`src/rtl/sm_sequencer.sv`:
```
// Frame sequencer for a Sherman-Morrison core: loads signature and matrix words, then gates one frame of pixels.
// Optional SM_SEQ_KEEP_CFG_EN lets START with KEEP_CFG skip both load phases and reuse the loaded configuration.
module sm_sequencer #(
    parameter int NUM_BANDS        = 16,
    parameter int CFG_DATA_WIDTH   = 32,
    parameter int PIXEL_DATA_WIDTH = 16,
    parameter int NPIX_WIDTH       = 24
) (
    input  logic                            CLK,
    input  logic                            RESET,
    input  logic                            START,
    input  logic                            KEEP_CFG,
    input  logic [NPIX_WIDTH-1:0]           NUM_PIXELS,
    input  logic [CFG_DATA_WIDTH-1:0]       S_AXIS_CFG_TDATA,
    input  logic                            S_AXIS_CFG_TVALID,
    output logic                            S_AXIS_CFG_TREADY,
    output logic                            SIG_WE,
    output logic                            MAT_WE,
    output logic [2*$clog2(NUM_BANDS)-1:0]  CFG_WADDR,
    output logic [CFG_DATA_WIDTH-1:0]       CFG_WDATA,
    output logic                            CORE_ENABLE,
    input  logic [PIXEL_DATA_WIDTH-1:0]     S_AXIS_PIX_TDATA,
    input  logic                            S_AXIS_PIX_TVALID,
    output logic                            S_AXIS_PIX_TREADY,
    output logic [PIXEL_DATA_WIDTH-1:0]     M_AXIS_PIX_TDATA,
    output logic                            M_AXIS_PIX_TVALID,
    output logic                            M_AXIS_PIX_TLAST,
    input  logic                            M_AXIS_PIX_TREADY,
    input  logic                            CORE_OUT_TVALID,
    input  logic                            CORE_OUT_TREADY,
    input  logic                            CORE_OUT_TLAST,
    output logic                            BUSY,
    output logic                            DONE
);

    localparam int ADDR_W = 2 * $clog2(NUM_BANDS);
    localparam logic [ADDR_W-1:0] SIG_LAST = ADDR_W'(NUM_BANDS - 1);
    localparam logic [ADDR_W-1:0] MAT_LAST = ADDR_W'(NUM_BANDS * NUM_BANDS - 1);

    typedef enum logic [2:0] {
        S_IDLE, S_LOAD_SIG, S_LOAD_MAT, S_ARM, S_RUN, S_DRAIN, S_DONE
    } state_t;

    state_t                 state;
    logic [ADDR_W-1:0]      cfg_idx;
    logic [NPIX_WIDTH-1:0]  npix;
    logic [NPIX_WIDTH-1:0]  pix_cnt;

    logic cfg_hs, pix_gate, pix_last, pix_hs, core_last;

    assign cfg_hs    = S_AXIS_CFG_TVALID & S_AXIS_CFG_TREADY;
    assign pix_gate  = (state == S_RUN) && (pix_cnt < npix);
    assign pix_last  = (pix_cnt == npix - NPIX_WIDTH'(1));
    assign core_last = CORE_OUT_TVALID & CORE_OUT_TREADY & CORE_OUT_TLAST;

    // Pixel path stays combinational so the gate adds no bubble between upstream and core.
    assign S_AXIS_PIX_TREADY = pix_gate & M_AXIS_PIX_TREADY;
    assign M_AXIS_PIX_TVALID = pix_gate & S_AXIS_PIX_TVALID;
    assign M_AXIS_PIX_TLAST  = pix_gate & pix_last;
    assign M_AXIS_PIX_TDATA  = S_AXIS_PIX_TDATA;
    assign pix_hs            = M_AXIS_PIX_TVALID & M_AXIS_PIX_TREADY;

`ifndef SM_SEQ_KEEP_CFG_EN
    logic unused_keep_cfg;
    assign unused_keep_cfg = KEEP_CFG;
`endif

    // NOTE: every register, outputs included, is updated with <= so all of them see pre-edge values.
    always_ff @(posedge CLK or posedge RESET) begin
        if (RESET) begin
            state             <= S_IDLE;
            cfg_idx           <= '0;
            npix              <= '0;
            pix_cnt           <= '0;
            S_AXIS_CFG_TREADY <= 1'b0;
            SIG_WE            <= 1'b0;
            MAT_WE            <= 1'b0;
            CFG_WADDR         <= '0;
            CFG_WDATA         <= '0;
            CORE_ENABLE       <= 1'b0;
            BUSY              <= 1'b0;
            DONE              <= 1'b0;
        end else begin
            SIG_WE <= 1'b0;
            MAT_WE <= 1'b0;
            DONE   <= 1'b0;
            case (state)
                S_IDLE: begin
                    if (START) begin
                        npix    <= NUM_PIXELS;
                        pix_cnt <= '0;
                        cfg_idx <= '0;
                        BUSY    <= 1'b1;
`ifdef SM_SEQ_KEEP_CFG_EN
                        if (KEEP_CFG) begin
                            state       <= S_ARM;
                            CORE_ENABLE <= 1'b1;
                        end else begin
                            state             <= S_LOAD_SIG;
                            S_AXIS_CFG_TREADY <= 1'b1;
                        end
`else
                        state             <= S_LOAD_SIG;
                        S_AXIS_CFG_TREADY <= 1'b1;
`endif
                    end
                end
                S_LOAD_SIG: begin
                    if (cfg_hs) begin
                        CFG_WDATA <= S_AXIS_CFG_TDATA;
                        CFG_WADDR <= cfg_idx;
                        SIG_WE    <= 1'b1;
                        if (cfg_idx == SIG_LAST) begin
                            cfg_idx <= '0;
                            state   <= S_LOAD_MAT;
                        end else begin
                            cfg_idx <= cfg_idx + 1'b1;
                        end
                    end
                end
                S_LOAD_MAT: begin
                    if (cfg_hs) begin
                        CFG_WDATA <= S_AXIS_CFG_TDATA;
                        CFG_WADDR <= cfg_idx;
                        MAT_WE    <= 1'b1;
                        cfg_idx   <= cfg_idx + 1'b1;
                        if (cfg_idx == MAT_LAST) begin
                            state             <= S_ARM;
                            S_AXIS_CFG_TREADY <= 1'b0;
                            CORE_ENABLE       <= 1'b1;
                        end
                    end
                end
                S_ARM: begin
                    if (npix == '0) begin
                        state       <= S_DONE;
                        DONE        <= 1'b1;
                        CORE_ENABLE <= 1'b0;
                    end else begin
                        state <= S_RUN;
                    end
                end
                S_RUN: begin
                    if (pix_hs) begin
                        pix_cnt <= pix_cnt + 1'b1;
                        if (pix_last) state <= S_DRAIN;
                    end
                end
                S_DRAIN: begin
                    if (core_last) begin
                        state       <= S_DONE;
                        DONE        <= 1'b1;
                        CORE_ENABLE <= 1'b0;
                    end
                end
                S_DONE: begin
                    state <= S_IDLE;
                    BUSY  <= 1'b0;
                end
                default: begin
                    state             <= S_IDLE;
                    BUSY              <= 1'b0;
                    CORE_ENABLE       <= 1'b0;
                    S_AXIS_CFG_TREADY <= 1'b0;
                end
            endcase
        end
    end

endmodule
```
`config.mk`:
```
export PLATFORM = sky130hd
export DESIGN_NAME = sm_sequencer
export DESIGN_NICKNAME = d
export VERILOG_FILES = /design/src/rtl/sm_sequencer.sv
export SDC_FILE = /design/constraint.sdc
export NUM_CORES = 1
export LEC_CHECK = 0
export ABC_AREA = 1
export ABC_CLOCK_PERIOD_IN_PS = 3350
export CAP_MARGIN = 5
export CORE_MARGIN = 10
export CORE_UTILIZATION = 45
export DETAILED_ROUTE_END_ITERATION = 8
export PLACE_DENSITY = 0.75
export SLEW_MARGIN = 0
export SYNTH_ARGS = -nofsm -noshare
export SYNTH_HDL_FRONTEND = slang
export SYNTH_SLANG_ARGS = --single-unit
```
`constraint.sdc`:
```
create_clock -name CLK -period 3.35 [get_ports CLK]
set_clock_uncertainty 0.2 [all_clocks]
set_input_delay 0.335 -clock CLK [delete_from_list [all_inputs] [get_ports CLK]]
set_output_delay 0.335 -clock CLK [all_outputs]
set_load 0.01 [all_outputs]
```
==> results.sh, run 1 <==
export IMPL_status="completed"
export IMPL_io_buffers=113
export IMPL_die_area_sq_mm=0.0201
export IMPL_grt_use_total=0.188
export IMPL_worstPathCellList="inv_2 -> ha_2 -> nand3_2 -> xnor2_2 -> buf_4 -> buf_4 -> buf_4 -> buf_4 -> buf_4 -> buf_4 -> buf_4 -> buf_4 -> buf_4 -> buf_4 -> nand3b_1 -> nor2_1 -> nand2_1 -> nor2_1 -> nand3_2 -> nand2_2 -> nand3_1 -> nand2_1"
export IMPL_cp_end_kind="register"
export IMPL_grt_met3_usage=0.0604
export IMPL_grt_antenna_before_repair=0
export IMPL_final_core_util=0.574
export IMPL_drtPass1Iterations=7
export IMPL_crit_type="reg -> reg"
export IMPL_cts_tree="built"
export IMPL_clkTransAtPathRegs_ns=0.08
export IMPL_setup_viol=0
export IMPL_gp_congestion=0.976
export IMPL_yosysTopAreaCell="dfrtp_1"
export IMPL_finalHoldViolCount=0
export IMPL_grtUsageMet1=0.226
export IMPL_avgViaCountPerCell=5.30
export IMPL_grt_pass1_vias=6183
export IMPL_drc_errors=0
export IMPL_insertion_delay_ns=0.37
export IMPL_netlist_cell_type_count=45
export IMPL_synth_area_leaders="dfrtp_1 (39%), nand2_1 (11%), mux2_2 (5.6%)"
export IMPL_syn_nets=955
export IMPL_hold_path_class="in -> async"
export IMPL_synth_warnings=0
export IMPL_max_freq_mhz=319
export IMPL_grt_remaining_overflow=0
export IMPL_htree_levels=3
export IMPL_cp_common_cell="buf_4"
export IMPL_final_common_cell="nand2_1"
export IMPL_ant_nets=0
export IMPL_synth_ff_type="dfrtp_1"
export IMPL_synthArstFlopShare=1.00
export IMPL_busiest_layer="met2"
export IMPL_pre_cts_ws_ns=0.371
export IMPL_diodes=0
export IMPL_grt_first_pass_wirelength_microns=30900
export IMPL_required_ns=3.40
export IMPL_final_area_sq_mm=0.00835
export IMPL_cap_violations=0
export IMPL_initialDrtViolationCount=514
export IMPL_initial_core_util=0.458
export IMPL_worstPathMaxFanout=4
export IMPL_worst_slew_pin_slew_ns=0.687
export IMPL_numCtsBuffers=9
export IMPL_finalCriticalPeriod_ns=3.13
export IMPL_max_slew_margin_rel=0.542
export IMPL_synth_edff_count=0
export IMPL_clock_sinks=105
export IMPL_setup_tns_final_ns=0
export IMPL_start_kind="register"
export IMPL_p_leak_nw=3.85
export IMPL_nets=1065
export IMPL_grt_use_met2=0.312
export IMPL_core_area_sq_mm=0.0145
export IMPL_cts_root_buf="clkbuf_16"
export IMPL_cts_hold_buf=0
export IMPL_design_portCount=147
export IMPL_drive_gt1_frac=0.124
export IMPL_vias=6061
export IMPL_area_delta_synth_final_pct=25.3
export IMPL_netlist_instances=845
export IMPL_min_period_over_period=0.936
export IMPL_syn_cell_area_sq_mm=0.00666
export IMPL_wirelength_microns=18800
export IMPL_rsz0062_at_grt="false"
export IMPL_wire_per_inst_microns=16.5
export IMPL_final_cell_mix="nand2_1 (201), clkdlybuf4s50_1 (112), dfrtp_1 (103)"
export IMPL_ir_drop_v=0.000456
export IMPL_placed_area_sq_mm=0.00791
export IMPL_cp_arrival_ns=3.19
export IMPL_cp_slowest_cell="dfrtp_1"
export IMPL_fill_cells=1333
export IMPL_avgSynthCellArea_sq_um=7.88
export IMPL_critical_path_max_stage_delay_ns=0.42
export IMPL_die_w_microns=142
export IMPL_p_per_area_mw_per_mm2=778
export IMPL_cts_buffer_depth=2
export IMPL_maxSlewViolCount=0
export IMPL_synth_seq_cells=105
export IMPL_grt_max_degree=52
export IMPL_synth_top_cell_area_share=0.395
export IMPL_worst_slack_ns=0.215
export IMPL_yosysSeqAreaShare=0.395
export IMPL_die_y_microns=142
export IMPL_row_count=44
export IMPL_dp_hpwl_microns=14100
-- critical path: cells and delay by family, from the launching register on --
| kind | cells | cell delay (ns) |
|---|---|---|
| adder cells (fa/ha/maj) | 1 | 0.22 |
| AND/OR/NAND/NOR | 9 | 0.69 |
| buffers and inverters | 11 | 1.32 |
| flip-flops | 1 | 0.42 |
| XOR/XNOR | 1 | 0.18 |
-- registers in the layout (all words and copies together), names as in the netlist --
register           count
BUSY                   1
cfg_idx                8
CFG_WADDR              8
DONE                   1
CFG_WDATA             32
npix                  24
pix_cnt               24
S_AXIS_CFG_TREADY      1
CORE_ENABLE            1
state                  3
MAT_WE                 1
SIG_WE                 1
-- timing repair --
item | 4_1_cts | 5_1_grt
setup buffers | 10 | 0
pin swaps | 1 | 2
setup endpoints to repair | 1 | 3
gates resized for setup | 3 | 10
-- area by class of cell --
| type | count | area (sq um) | share of cell area |
|---|---|---|---|
| Timing Repair Buffer | 134 | 1300 | 0.156 |
| Inverter | 94 | 355 | 0.0426 |
| Multi-Input combinational cell | 611 | 3500 | 0.419 |
| Clock inverter | 7 | 103 | 0.0123 |
| Tap cell | 184 | 230 | 0.0276 |
| Sequential cell | 105 | 2630 | 0.315 |
| Clock buffer | 9 | 225 | 0.0270 |
-- report_power, final --
part           internal, mW  total, mW  switching (mW)
combinational          1.45       3.22            1.77
sequential             1.69       2.11           0.419
clock                 0.609       1.16           0.550
total                  3.75       6.49            2.74
-- logic make-up after synthesis --
kind of cell | count (synthesis) | synth area share
buffers and inverters | 129 | 0.0851
flip-flops | 105 | 0.395
AND/OR/NAND/NOR | 418 | 0.289
multiplexers | 33 | 0.0558
adder cells (fa/ha/maj) | 28 | 0.0526
AO/OA/AOI/OAI | 103 | 0.0838
XOR/XNOR | 29 | 0.0393
-- worst paths after layout --
check                      cells past startpoint  slack [ns]      endpoint          from
max in group asynchronous                      3        1.98       npix[9]         RESET
hold / removal                                 2        0.25       npix[1]         RESET
setup / recovery                              22        0.22      state[0]       npix[1]
min in group CLK                               2        0.29  CFG_WADDR[6]  CFG_WADDR[6]
setup reg to reg                              22        0.22      state[0]       npix[1]
hold reg to reg                                2        0.29  CFG_WADDR[6]  CFG_WADDR[6]
-- through the flow --
stage	instances	total power [mW]	hold WS (ns)
after CTS	1144	6.45	0.274
final	1144	6.49	0.246
after global routing	1144	6.99	0.308
after floorplan	845	4.02	0.256
after detailed placement	1118	5.10	0.273
after global placement	1118	5.05	0.269
-- synthesized netlist by cell type, drive strengths merged (7+ instances only) --
cell type / count
o21ai: 58
nand2: 207
xor2: 24
dfrtp: 105
nor2: 108
ha: 28
a21oi: 30
inv: 93
nor3: 12
nor4: 7
clkbuf: 10
mux2: 33
nand3: 52
buf: 25
nand4: 26
-- layer usage --
| metal | wire length [microns] | vias to the layer above |
|---|---|---|
| met5 | 0 | - |
| met4 | 356 | 0 |
| met3 | 1600 | 36 |
| met2 | 9150 | 223 |
| met1 | 7710 | 2840 |
| li1 | - | 2962 |
Note: power is estimated with default switching activity, not from simulation.
==> run 2: changes to the inputs <==
--- a/config.mk
+++ b/config.mk
@@ -6,12 +6,12 @@
 export NUM_CORES = 1
 export LEC_CHECK = 0
 export ABC_AREA = 1
-export ABC_CLOCK_PERIOD_IN_PS = 3350
+export ABC_CLOCK_PERIOD_IN_PS = 4000
 export CAP_MARGIN = 5
 export CORE_MARGIN = 10
 export CORE_UTILIZATION = 45
 export DETAILED_ROUTE_END_ITERATION = 8
-export PLACE_DENSITY = 0.75
+export DONT_BUFFER_PORTS = 1
 export SLEW_MARGIN = 0
 export SYNTH_ARGS = -nofsm -noshare
 export SYNTH_HDL_FRONTEND = slang
==> constraint.sdc (replaced) <==
create_clock -name CLK -period 4 [get_ports CLK]
set_clock_uncertainty 0.2 [all_clocks]
set_input_delay 0.4 -clock CLK [delete_from_list [all_inputs] [get_ports CLK]]
set_output_delay 0.4 -clock CLK [all_outputs]
set_load 0.01 [all_outputs]
==> results.sh, run 2 (synthesis results as in run 1) <==
export IMPL_p_per_area_mw_per_mm2=631
export IMPL_maxSlewViolCount=0
export IMPL_wirelength_microns=18600
export IMPL_grt_first_pass_wirelength_microns=30800
export IMPL_vias=5679
export IMPL_cap_violations=0
export IMPL_insertion_delay_ns=0.36
export IMPL_fill_cells=1423
export IMPL_initialDrtViolationCount=480
export IMPL_numCtsBuffers=9
export IMPL_grt_max_degree=69
export IMPL_cts_tree="built"
export IMPL_wire_per_inst_microns=17.4
export IMPL_worst_slew_pin_slew_ns=0.852
export IMPL_setup_tns_final_ns=0
export IMPL_setup_viol=0
export IMPL_timing_hold_ws_ns=0.00466
export IMPL_status="completed"
export IMPL_nets=988
export IMPL_diodes=0
export IMPL_design_portCount=147
export IMPL_grt_antenna_before_repair=0
export IMPL_hold_path_class="in -> reg"
export IMPL_cts_root_buf="clkbuf_16"
export IMPL_grt_pass1_vias=5899
export IMPL_grt_use_total=0.189
export IMPL_initial_core_util=0.458
export IMPL_min_period_over_period=0.802
export IMPL_gp_congestion=0.916
export IMPL_rsz0062_at_grt="false"
export IMPL_drive_gt1_frac=0.0986
export IMPL_row_count=44
export IMPL_ant_nets=0
export IMPL_max_slew_margin_rel=0.432
export IMPL_cp_arrival_ns=2.61
export IMPL_final_common_cell="nand2_1"
export IMPL_cp_end_kind="primary output"
export IMPL_io_buffers=0
export IMPL_clock_sinks=105
export IMPL_cts_buffer_depth=2
export IMPL_ir_drop_v=0.000313
export IMPL_dp_cells=998
export IMPL_avgViaCountPerCell=5.33
export IMPL_drtPass1Iterations=5
export IMPL_finalHoldViolCount=0
export IMPL_dp_hpwl_microns=14000
export IMPL_clkTransAtPathRegs_ns=0.07
export IMPL_htree_levels=3
export IMPL_top_register="CFG_WDATA"
export IMPL_required_ns=3.40
export IMPL_grt_remaining_overflow=0
export IMPL_die_y_microns=142
export IMPL_final_cell_mix="nand2_1 (201), dfrtp_1 (105), nor2_1 (92)"
export IMPL_worstPathMaxFanout=6
export IMPL_die_area_sq_mm=0.0201
export IMPL_core_area_sq_mm=0.0145
export IMPL_finalCriticalPeriod_ns=3.21
export IMPL_final_core_util=0.516
export IMPL_area_delta_synth_final_pct=12.7
export IMPL_final_cells=1066
export IMPL_max_freq_mhz=312
export IMPL_p_leak_nw=3.50
export IMPL_die_w_microns=142
export IMPL_drc_errors=0
export IMPL_largest_reg_flops=32
export IMPL_reg_largest_list="CFG_WDATA (32), npix (24), pix_cnt (24)"
export IMPL_crit_type="reg -> out"
export IMPL_start_kind="register"
[run 2: critical path, stage by stage (launching register included)]
cell     delay (ns)
dfrtp_1        0.38
inv_1          0.18
ha_1           0.28
nand3_1        0.21
nor2_1         0.30
nand2_1        0.09
nand2_1        0.09
nand2_1        0.05
nand2_1        0.08
nand2_1        0.06
nor2_1         0.12
nand4_1        0.19
nor2_1         0.24
[run 2: per-stage QoR]
stage               power (mW)  instance area (sq um)  setup WS [ns]
floorplan                 3.37                   6660          0.639
global placement          3.80                   6710           1.13
detailed placement        3.87                   6710           1.05
CTS                       4.75                   7490          0.772
global route              5.14                   7500          0.441
finish                    4.73                   7500          0.790
[run 2: cell type report]
type | instances | area (sq um) | area share
sequential | 105 | 2630 | 0.350
tap | 184 | 230 | 0.0307
clock inverter | 2 | 13.8 | 0.00183
inverter | 94 | 355 | 0.0474
multi-input combinational | 611 | 3470 | 0.462
clock buffer | 13 | 250 | 0.0333
timing repair buffer | 57 | 561 | 0.0747
[run 2: metal layers]
layer / vias to the layer above / track usage / wire [microns]
li1: 2810 / - / -
met1: 2706 / 0.238 / 8110
met2: 124 / 0.316 / 9220
met3: 39 / 0.0360 / 857
met4: 0 / 0.0662 / 395
met5: - / 0 / 0
[run 2: worst paths after layout]
path / end / slack (ns) / depth (start not counted) / startpoint
max: M_AXIS_PIX_TLAST / 0.79 / 12 / npix[0]
min: CFG_WDATA[25] / 0.005 / 1 / S_AXIS_CFG_TDATA[25]
max reg2reg: pix_cnt[18] / 1.03 / 15 / npix[3]
min reg2reg: CFG_WADDR[2] / 0.36 / 2 / CFG_WADDR[2]
max in group asynchronous: pix_cnt[7] / 2.26 / 3 / RESET
min in group asynchronous: CFG_WDATA[4] / 0.51 / 2 / RESET
[run 2: what timing repair did]
item | CTS | global route
gates resized for setup | 0 | 0
hold buffers | 52 | 1
endpoints found under the hold margin | 117 | 1
buffers inserted | 0 | 0
[run 2: report_power, final]
group	leakage (nW)	switching, mW	total (mW)	internal [mW]
combinational	2.02	1.27	2.02	0.747
sequential	1.35	0.468	1.89	1.42
clock	0.130	0.392	0.831	0.438
